===== config.mk =====
export PLATFORM = sky130hd
export DESIGN_NAME = hp_burst_sequencer
export DESIGN_NICKNAME = d
export VERILOG_FILES = /design/src/rtl/hp_burst_sequencer.sv
export SDC_FILE = /design/constraint.sdc
export NUM_CORES = 1
export LEC_CHECK = 0
export CAP_MARGIN = 20
export CELL_PAD_IN_SITES_DETAIL_PLACEMENT = 1
export CELL_PAD_IN_SITES_GLOBAL_PLACEMENT = 2
export CORE_AREA = 3 3 296 298
export CTS_CLUSTER_DIAMETER = 30
export DETAILED_ROUTE_END_ITERATION = 8
export DIE_AREA = 0 0 299 301
export GPL_ROUTABILITY_DRIVEN = 1
export GPL_TIMING_DRIVEN = 0
export HOLD_SLACK_MARGIN = 0.08
export PLACE_DENSITY = 0.73
export RECOVER_POWER = 50
export SETUP_SLACK_MARGIN = 0.15
export SLEW_MARGIN = 20
export SYNTH_ARGS = -nofsm -noshare
export SYNTH_HDL_FRONTEND = slang
export SYNTH_SLANG_ARGS = --single-unit

===== constraint.sdc =====
create_clock -name clk -period 3.8 [get_ports clk]
set_input_delay 0.57 -clock clk [delete_from_list [all_inputs] [get_ports clk]]
set_output_delay 0.57 -clock clk [all_outputs]
set_load 0.01 [all_outputs]

===== src/rtl/hp_burst_sequencer.sv =====
// Issues BURST_BYTES-sized AXI4 INCR bursts across [start_addr, end_addr) in write or read mode.
// Optional macro HP_SEQ_ERR_STOP_EN: the first non-OKAY response stops further address issue.
module hp_burst_sequencer #(
  parameter int unsigned ADDR_WIDTH      = 48,
  parameter int unsigned DATA_WIDTH      = 128,
  parameter int unsigned BURST_BYTES     = 4096,
  parameter int unsigned MAX_OUTSTANDING = 8
) (
  input  logic                    clk,
  input  logic                    rstn,
  input  logic                    start,
  input  logic                    clear,
  input  logic                    mode,
  input  logic [ADDR_WIDTH-1:0]   start_addr,
  input  logic [ADDR_WIDTH-1:0]   end_addr,
  output logic [1:0]              state,
  output logic                    err,
  input  logic [DATA_WIDTH-1:0]   wdata_i,
  input  logic                    wvalid_i,
  output logic                    wready_o,
  output logic [DATA_WIDTH-1:0]   rbeat_data_o,
  output logic                    rbeat_valid_o,
  output logic [ADDR_WIDTH-1:0]   hp_awaddr,
  output logic [7:0]              hp_awlen,
  output logic [2:0]              hp_awsize,
  output logic [1:0]              hp_awburst,
  output logic                    hp_awvalid,
  input  logic                    hp_awready,
  output logic [DATA_WIDTH-1:0]   hp_wdata,
  output logic [DATA_WIDTH/8-1:0] hp_wstrb,
  output logic                    hp_wlast,
  output logic                    hp_wvalid,
  input  logic                    hp_wready,
  input  logic [1:0]              hp_bresp,
  input  logic                    hp_bvalid,
  output logic                    hp_bready,
  output logic [ADDR_WIDTH-1:0]   hp_araddr,
  output logic [7:0]              hp_arlen,
  output logic [2:0]              hp_arsize,
  output logic [1:0]              hp_arburst,
  output logic                    hp_arvalid,
  input  logic                    hp_arready,
  input  logic [DATA_WIDTH-1:0]   hp_rdata,
  input  logic [1:0]              hp_rresp,
  input  logic                    hp_rlast,
  input  logic                    hp_rvalid,
  output logic                    hp_rready
);

  localparam int unsigned BeatBytes = DATA_WIDTH / 8;
  localparam int unsigned Beats     = BURST_BYTES / BeatBytes;
  localparam int unsigned BeatW     = (Beats > 1) ? $clog2(Beats) : 1;
  localparam int unsigned CntW      = $clog2(MAX_OUTSTANDING + 1);
  localparam logic [ADDR_WIDTH-1:0] Step    = ADDR_WIDTH'(BURST_BYTES);
  localparam logic [ADDR_WIDTH-1:0] OffMask = ADDR_WIDTH'(BURST_BYTES - 1);

  typedef enum logic [1:0] {StIdle, StRun, StDrain, StDone} st_e;

  st_e                   st_q;
  logic                  mode_q, err_q, aw_valid_q, ar_valid_q, rbeat_valid_q;
  logic [ADDR_WIDTH-1:0] addr_q, cur_q, end_q;
  logic [CntW-1:0]       out_q, out_nxt, wpend_q, wpend_nxt;
  logic [BeatW-1:0]      wbeat_q;
  logic [DATA_WIDTH-1:0] rbeat_data_q;

  logic [ADDR_WIDTH-1:0] start_al, end_al;
  logic aw_hs, ar_hs, a_hs, b_done, r_hs, r_done, a_done, w_hs, w_done;
  logic err_evt, stop, a_free, can_load, active;

  assign start_al = start_addr & ~OffMask;
  assign end_al   = end_addr & ~OffMask;
  assign active   = (st_q == StRun) || (st_q == StDrain);

  assign aw_hs   = aw_valid_q & hp_awready;
  assign ar_hs   = ar_valid_q & hp_arready;
  assign a_hs    = aw_hs | ar_hs;
  assign b_done  = hp_bvalid & hp_bready & ~mode_q;
  assign r_hs    = hp_rvalid & hp_rready;
  assign r_done  = r_hs & hp_rlast & mode_q;
  assign a_done  = b_done | r_done;
  assign w_hs    = hp_wvalid & hp_wready;
  assign w_done  = w_hs & hp_wlast;
  assign err_evt = (b_done && (hp_bresp != 2'b00)) || (r_hs && mode_q && (hp_rresp != 2'b00));

`ifdef HP_SEQ_ERR_STOP_EN
  assign stop = err_q | err_evt;
`else
  assign stop = 1'b0;
`endif

  // A new address may be loaded once the address slot frees and credit remains after this cycle.
  assign a_free   = ~(aw_valid_q | ar_valid_q) | a_hs;
  assign can_load = a_free && (cur_q < end_q) && !stop && (out_nxt < CntW'(MAX_OUTSTANDING));

  always_comb begin
    out_nxt = out_q;
    if (a_hs && !a_done) out_nxt = out_q + 1'b1;
    else if (!a_hs && a_done) out_nxt = out_q - 1'b1;
    wpend_nxt = wpend_q;
    if (aw_hs && !w_done) wpend_nxt = wpend_q + 1'b1;
    else if (!aw_hs && w_done) wpend_nxt = wpend_q - 1'b1;
  end

  always_ff @(posedge clk or negedge rstn) begin
    if (!rstn) begin
      st_q          <= StIdle;
      mode_q        <= 1'b0;
      err_q         <= 1'b0;
      aw_valid_q    <= 1'b0;
      ar_valid_q    <= 1'b0;
      addr_q        <= '0;
      cur_q         <= '0;
      end_q         <= '0;
      out_q         <= '0;
      wpend_q       <= '0;
      wbeat_q       <= '0;
      rbeat_valid_q <= 1'b0;
      rbeat_data_q  <= '0;
    end else begin
      out_q         <= out_nxt;
      wpend_q       <= wpend_nxt;
      rbeat_valid_q <= r_hs;
      if (r_hs) rbeat_data_q <= hp_rdata;
      if (w_hs) wbeat_q <= hp_wlast ? '0 : wbeat_q + 1'b1;
      if (err_evt) err_q <= 1'b1;
      if (a_hs) begin
        aw_valid_q <= 1'b0;
        ar_valid_q <= 1'b0;
      end
      case (st_q)
        StIdle, StDone: begin
          if (start) begin
            st_q    <= StRun;
            mode_q  <= mode;
            end_q   <= end_al;
            err_q   <= 1'b0;
            out_q   <= '0;
            wpend_q <= '0;
            wbeat_q <= '0;
            addr_q  <= start_al;
            if (start_al < end_al) begin
              aw_valid_q <= ~mode;
              ar_valid_q <= mode;
              cur_q      <= start_al + Step;
            end else begin
              cur_q <= start_al;
            end
          end else if (clear && (st_q == StDone)) begin
            st_q <= StIdle;
          end
        end
        StRun: begin
          if (can_load) begin
            addr_q     <= cur_q;
            aw_valid_q <= ~mode_q;
            ar_valid_q <= mode_q;
            cur_q      <= cur_q + Step;
          end else if (a_free && ((cur_q >= end_q) || stop)) begin
            st_q <= StDrain;
          end
        end
        StDrain: begin
          if ((out_nxt == '0) && (wpend_nxt == '0)) st_q <= StDone;
        end
        default: st_q <= StIdle;
      endcase
    end
  end

  always_comb begin
    case (st_q)
      StRun, StDrain: state = 2'd1;
      StDone:         state = 2'd2;
      default:        state = 2'd0;
    endcase
  end

  assign err           = err_q;
  assign hp_awaddr     = addr_q;
  assign hp_araddr     = addr_q;
  assign hp_awvalid    = aw_valid_q;
  assign hp_arvalid    = ar_valid_q;
  assign hp_awlen      = 8'(Beats - 1);
  assign hp_arlen      = 8'(Beats - 1);
  assign hp_awsize     = 3'($clog2(BeatBytes));
  assign hp_arsize     = 3'($clog2(BeatBytes));
  assign hp_awburst    = 2'b01;
  assign hp_arburst    = 2'b01;
  assign hp_wdata      = wdata_i;
  assign hp_wstrb      = '1;
  assign hp_wvalid     = wvalid_i & (wpend_q != '0);
  assign wready_o      = hp_wready & (wpend_q != '0);
  assign hp_wlast      = (wpend_q != '0) && (wbeat_q == BeatW'(Beats - 1));
  assign hp_bready     = active;
  assign hp_rready     = active;
  assign rbeat_valid_o = rbeat_valid_q;
  assign rbeat_data_o  = rbeat_data_q;

endmodule

==> results of run 1 <==
-- worst max-delay path, delay by kind of cell, from the launching register on --
kind / cells / cell delay [ns]
AO/OA/AOI/OAI: 3 / 0.74
adder cells (fa/ha/maj): 1 / 0.37
multiplexers: 1 / 0.17
flip-flops: 1 / 0.46
AND/OR/NAND/NOR: 4 / 1.21
buffers and inverters: 2 / 0.43
-- per-layer routing --
metal  global-route usage  vias to the layer above  wire, microns  part of all wire
met2               0.3232                      597          42600              0.53
met1               0.1753                     8009          28090              0.35
li1                     -                     7500              -                 -
met3              0.06006                      136           6707             0.084
met4              0.05673                       18           2198             0.028
met5                    0                        -            121            0.0015
-- synth_stat cells (3+ instances only) --
master / number
nor3_1: 21
clkbuf_1: 54
a31oi_1: 9
ha_1: 82
o21a_1: 6
a41o_1: 4
nand2b_1: 4
buf_6: 10
nor4_1: 3
and4_1: 12
a311oi_1: 4
and3_1: 25
xor2_1: 18
nand2_1: 511
a41oi_1: 3
o221ai_1: 10
and2_1: 13
o22ai_1: 7
o32ai_1: 4
a221oi_2: 4
buf_2: 11
inv_1: 89
buf_4: 235
and3_2: 3
nand4_1: 44
a221oi_1: 8
dfrtp_1: 259
nand3_1: 43
mux2i_1: 55
nor3_2: 6
nor4_2: 3
o21ai_0: 57
a211oi_1: 12
nor2_1: 105
or3_1: 4
a21oi_1: 81
xnor2_1: 17
a21o_1: 3
a311o_1: 3
o211ai_1: 4
-- final cells by class --
class / instances / share of cell area
clock inverter: 25 / 0.01435
multi-input combinational: 1294 / 0.2800
antenna: 5 / 0.0004750
tap: 1144 / 0.05434
inverter: 91 / 0.01297
buffer: 314 / 0.08251
clock buffer: 128 / 0.09491
timing repair buffer: 559 / 0.2143
sequential: 259 / 0.2461
-- per-stage QoR --
stage               hold slack (ns)  std cells
floorplan                    0.2744       1958
global placement             0.4584       3655
CTS                          0.4524       3812
global route                 0.4758       3814
finish                       0.4664       3819
detailed placement           0.4639       3658
-- cell families after synthesis --
| kind of cell | share of synthesized area |
|---|---|
| AND/OR/NAND/NOR | 0.2206 |
| buffers and inverters | 0.1563 |
| flip-flops | 0.4031 |
| AO/OA/AOI/OAI | 0.1015 |
| adder cells (fa/ha/maj) | 0.06381 |
| multiplexers | 0.03424 |
| XOR/XNOR | 0.02008 |
| other | 0.0004671 |
-- worst paths after layout --
kind	start	end	slack [ns]	depth (start not counted)
min reg2reg	rbeat_data_o[109]	rbeat_data_o[109]	0.47	2
max in group asynchronous	rstn	rbeat_data_o[117]	0.58	4
min in group asynchronous	rstn	cur_q[42]	1.49	2
max reg2reg	cur_q[46]	st_q[1]	0.27	11
max	cur_q[46]	st_q[1]	0.27	11
min	rbeat_data_o[109]	rbeat_data_o[109]	0.47	2
-- state kept, by name (all words and copies together), names as in the netlist --
| name | flops |
|---|---|
| st_q | 2 |
| hp_arvalid | 1 |
| cur_q | 36 |
| rbeat_valid_o | 1 |
| hp_awvalid | 1 |
| wbeat_q | 8 |
| rbeat_data_o | 128 |
| wpend_q | 4 |
| out_q | 4 |
| mode_q | 1 |
| err | 1 |
| end_q | 36 |
| hp_araddr | 36 |
-- power by group through the flow --
stage          logic (uW)  registers (uW)  clock network (uW)
2_1_floorplan        5520            5340                   0
3_3_place_gp        11100            5380                   0
3_5_place_dp        11400            5420                   0
4_1_cts             11500            5430                7130
5_1_grt             12300            5570                7300
6_report            11200            5370                7000
-- what timing repair did --
action,CTS,global route
pin swaps,0,2
hold buffers,1,0
endpoints found under the hold margin,47,0
gates resized for setup,5,4
buffers inserted,0,2
setup endpoints to repair,76,64
==> impl_metrics.env, run 1 <==
export IMPL_start_util=0.1888
export IMPL_final_common_cell="nand2_1"
export IMPL_synth_edf_count=0
export IMPL_synth_largest_area_cell="dfrtp_1"
export IMPL_via_per_inst=4.258
export IMPL_switching_share=0.4121
export IMPL_cts_root_buffer="clkbuf_16"
export IMPL_place_congestion=0.8473
export IMPL_fin_util=0.3093
export IMPL_vias=16260
export IMPL_synthesis_area_sq_mm=0.01608
export IMPL_cp_cell_sequence="ha_1 > nand4_1 > nor4_4 > nand3_2 > o221ai_2 > nor3_2 > clkbuf_4 > clkbuf_8 > o311ai_0 > o221ai_2 > mux2i_1"
export IMPL_dieArea_sq_mm=0.09000
export IMPL_tightest_slew_ns=2.661
export IMPL_cp_data_required_time_ns=4.27
export IMPL_timing_max_cap_violations=1
export IMPL_wirelength_mm=79.71
export IMPL_rsz0062_at_grt="no"
export IMPL_period_share=0.9298
export IMPL_drt_iter0_markers=848
export IMPL_placedInstanceArea_sq_mm=0.02338
export IMPL_grt_overflow=0
export IMPL_portBuffers=553
export IMPL_critical_path_peak_fanout=10
export IMPL_clk_latency_ns=0.62
export IMPL_power_switching_uw=9706
export IMPL_skew_ns=0.02172
export IMPL_grt_use_total=0.1714
export IMPL_power_internal_uw=13850
export IMPL_grt_antenna_before_repair=17
export IMPL_synth_seq_area_share=0.4031
export IMPL_yosys_warnings=0
export IMPL_path_common_cell="o221ai_2"
export IMPL_startpoint_type="flop"
export IMPL_max_freq_mhz=283.0
export IMPL_clkSinkCount=259
export IMPL_cp_slowest_cell="nor4_4"
export IMPL_nets=3053
export IMPL_seqPwrFrac=0.228
export IMPL_ctsLongestPathBuffers=3
export IMPL_min_period_ns=3.533
export IMPL_ant_nets=0
export IMPL_synth_distinct_cells=79
export IMPL_grt_max_degree=81
export IMPL_crit_path_end_kind="flop"
export IMPL_synth_top_flop_cell="dfrtp_1"
export IMPL_num_fill_cells=9963
export IMPL_hold_viol_final=0
export IMPL_setup_violations=0
export IMPL_dp_hpwl_mm=64.11
export IMPL_syn_inst=1894
export IMPL_powerDensity_mw_per_mm2=894.3
export IMPL_critPathKind="reg2reg"
export IMPL_combPwrFrac=0.475
export IMPL_dieWidth_microns=299
export IMPL_clockPowerShare=0.297
export IMPL_violations="max-capacitance violations, max-slew violations"
export IMPL_synthArstFlopShare=1.000
export IMPL_pre_cts_ws_ns=-0.5054
export IMPL_finalMaxSlewViolations=48
export IMPL_relSlewSlack=-0.7742
export IMPL_firstDrtPassIters=5
export IMPL_power_total_uw=23550
export IMPL_wl_per_cell_microns=20.87
export IMPL_final_area_sq_mm=0.02634
export IMPL_cp_arrival_ns=4.01
export IMPL_peakVddDrop_uv=496.1
export IMPL_fp_dieH_microns=301
export IMPL_holdCritPathClass="reg2reg"
export IMPL_tritoncts="yes"
export IMPL_syn_area_per_cell_sq_um=8.490
export IMPL_grt_pass1_wl_mm=116.2
export IMPL_multi_input_area_sq_mm=0.007376
export IMPL_first_global_vias=17970
export IMPL_final_cell_mix="510 x nand2_1, 384 x clkdlybuf4s50_1, 259 x dfrtp_1"
export IMPL_rows=107
export IMPL_synth_top_area_frac=0.4031
export IMPL_total_leakage_power_uw=0.01212
export IMPL_design_core_area_sq_mm=0.08515
export IMPL_fin_ws_ns=0.2668
export IMPL_cpPeakStageDelay_ns=0.50
export IMPL_io_pins=773
export IMPL_syn_to_final_growth_pct=63.81
export IMPL_cts_made_buffers=84
export IMPL_status="complete, but fails checks"
export IMPL_drc=0
export IMPL_ys_ff_latch=259
export IMPL_seq_area_sq_mm=0.006481
export IMPL_drive_gt1_frac=0.1629
export IMPL_htreeDepth=3
export IMPL_ys_top_cells_by_area="dfrtp_1 40%, nand2_1 12%, buf_4 11%"
export IMPL_tns_ns=0
export IMPL_clk_pin_slew_worst_paths_ns=0.04
No activity file was read; power rests on OpenSTA's default activity.
==> inputs of run 2 (changes only) <==
CAP_MARGIN = 30   (was 20)
GPL_TIMING_DRIVEN = not set   (was 0)
==> run 2 against run 1 <==
The run still ends with max-capacitance violations, max-slew violations left. Sequential share of layout area grew 2.6 points. Cell area decreased by 9.6%. Global-route usage decreased by 1.8 points. Die area is the same. Clock skew is 0.014 ns higher. Via count shrank 7.8%. Clock power grew 4.4%. Critical path type unchanged. Critical endpoint is now cur_q[28].
==> impl_metrics.env, run 2 (synthesized netlist as in run 1, its figures left out) <==
export IMPL_htreeDepth=3
export IMPL_holdCritPathClass="reg2reg"
export IMPL_dp_hpwl_mm=54.85
export IMPL_clk_latency_ns=0.62
export IMPL_wirelength_mm=71.19
export IMPL_cp_arrival_ns=3.83
export IMPL_rsz0062_at_grt="no"
export IMPL_seq_area_sq_mm=0.006481
export IMPL_fin_util=0.2797
export IMPL_vias=14990
export IMPL_violations="max-capacitance violations, max-slew violations"
export IMPL_power_switching_uw=9147
export IMPL_peakVddDrop_uv=434.4
export IMPL_clockPowerShare=0.317
export IMPL_dieArea_sq_mm=0.09000
export IMPL_cp_data_required_time_ns=4.31
export IMPL_min_period_ns=3.316
export IMPL_nets=2722
export IMPL_cts_setup_buffers=0
export IMPL_clk_pin_slew_worst_paths_ns=0.04
export IMPL_firstDrtPassIters=5
export IMPL_first_global_vias=16510
export IMPL_start_util=0.1888
export IMPL_num_fill_cells=9969
export IMPL_finalMaxSlewViolations=141
export IMPL_clkSinkCount=259
export IMPL_cts_made_buffers=89
export IMPL_setup_violations=0
export IMPL_syn_to_final_growth_pct=48.09
export IMPL_rows=107
export IMPL_grt_antenna_before_repair=11
export IMPL_grt_max_degree=129
export IMPL_drive_gt1_frac=0.1210
export IMPL_fp_dieH_microns=301
export IMPL_final_cell_mix="510 x nand2_1, 425 x clkdlybuf4s50_1, 259 x dfrtp_1"
export IMPL_place_congestion=0.8188
export IMPL_grt_use_total=0.1538
export IMPL_min_from="rbeat_data_o[94]"
export IMPL_seqPwrFrac=0.227
export IMPL_tightest_slew_ns=2.131
export IMPL_switching_share=0.3961
export IMPL_drt_iter0_markers=694
export IMPL_total_leakage_power_uw=0.01078
export IMPL_grt_pass1_wl_mm=105.3
export IMPL_grt_overflow=0
export IMPL_cts_resized=0
export IMPL_critPathKind="reg2reg"
export IMPL_tritoncts="yes"
export IMPL_tns_ns=0
export IMPL_cts_root_buffer="clkbuf_16"
export IMPL_drc=0
export IMPL_largest_reg_flops=128
export IMPL_min_to="rbeat_data_o[94]"
export IMPL_startpoint_type="flop"
export IMPL_powerDensity_mw_per_mm2=969.7
export IMPL_power_total_uw=23090
export IMPL_fin_cells=3487
export IMPL_final_common_cell="nand2_1"
export IMPL_timing_max_cap_violations=3
export IMPL_dieWidth_microns=299
export IMPL_via_per_inst=4.300
export IMPL_io_pins=773
export IMPL_place_inst=3324
export IMPL_wl_per_cell_microns=20.42
export IMPL_hold_viol_final=0
export IMPL_hold_path_cell_count=2
export IMPL_ctsLongestPathBuffers=3
export IMPL_multi_input_area_sq_mm=0.007335
export IMPL_status="complete, but fails checks"
export IMPL_critical_path_peak_fanout=9
export IMPL_portBuffers=426
export IMPL_period_share=0.8726
export IMPL_crit_path_end_kind="flop"
export IMPL_skew_ns=0.03531
export IMPL_relSlewSlack=-0.4206
export IMPL_ff2ff_setup_slack_ns=0.48
export IMPL_r2r_start="st_q[0]"
export IMPL_combPwrFrac=0.456
export IMPL_power_internal_uw=13940
export IMPL_design_core_area_sq_mm=0.08515
export IMPL_holdBufCountCts=1
export IMPL_critical_path_reg2reg_endpoint="cur_q[28]"
export IMPL_ant_nets=0
export IMPL_max_freq_mhz=301.6
export IMPL_rr_worst_depth=11
run 2: cell count changes in the layout (fill, tap and decap cells not counted), sizes merged:
| cell | change |
|---|---|
| dlygate4sd3 | -168 |
| buf | -156 |
| clkbuf | -47 |
| clkdlybuf4s50 | +41 |
| clkinv | -3 |
| clkinvlp | +1 |
| dlymetal6s4s | -1 |
| inv | +1 |
run 2: area by class of cell:
| cell class | count | share of cell area |
|---|---|---|
| Multi-Input combinational cell | 1294 | 0.3080 |
| Timing Repair Buffer | 537 | 0.2176 |
| Clock buffer | 133 | 0.1110 |
| Clock inverter | 24 | 0.01603 |
| Inverter | 91 | 0.01445 |
| Antenna cell | 5 | 0.0005255 |
| Sequential cell | 259 | 0.2722 |
| Tap cell | 1144 | 0.06011 |
run 2: power groups by stage:
| stage | combinational (uW) | clock, uW | sequential [uW] |
|---|---|---|---|
| floorplan | 5520 | 0 | 5340 |
| global placement | 10300 | 0 | 5250 |
| detailed placement | 10600 | 0 | 5300 |
| CTS | 10700 | 7470 | 5300 |
| global route | 11600 | 7650 | 5440 |
| finish | 10500 | 7310 | 5240 |
run 2: metal layers:
layer  share of wire  vias to the layer above  GRT usage
met5         0.00098                        -          0
met4           0.035                       10    0.05930
met3           0.088                      144    0.06222
met2            0.52                      593     0.2809
met1            0.36                     7399     0.1561
li1                -                     6848          -
run 2: through the flow:
stage,worst slack [ns],hold WS (ns),cell area (sq um)
final,0.4840,0.4696,23810
after global routing,0.1568,0.4564,23800
after CTS,0.4819,0.4387,23840
after detailed placement,0.09443,0.4659,20800
after global placement,0.1292,0.4584,20800
after floorplan,1.021,0.2744,16320
run 2: how the worst max path moves through the flow:
stage	start	endpoint	slack, ns
2_1_floorplan	end_addr[46]	cur_q[45]	1.02
3_3_place_gp	end_addr[14]	cur_q[34]	0.13
3_5_place_dp	end_addr[14]	cur_q[44]	0.09
4_1_cts	st_q[0]	cur_q[28]	0.48
5_1_grt	rstn	end_q[28]	0.16
6_report	st_q[0]	cur_q[28]	0.48
run 2: worst max-delay path: stages (launching register included):
cell,delay (ns)
dfrtp_1,0.39
inv_1,0.08
ha_1,0.39
nor3b_1,0.46
nor3_2,0.14
a22oi_2,0.29
xor2_2,0.17
and2_4,0.18
and2_1,0.53
buf_4,0.23
nand3_1,0.07
a311oi_1,0.27
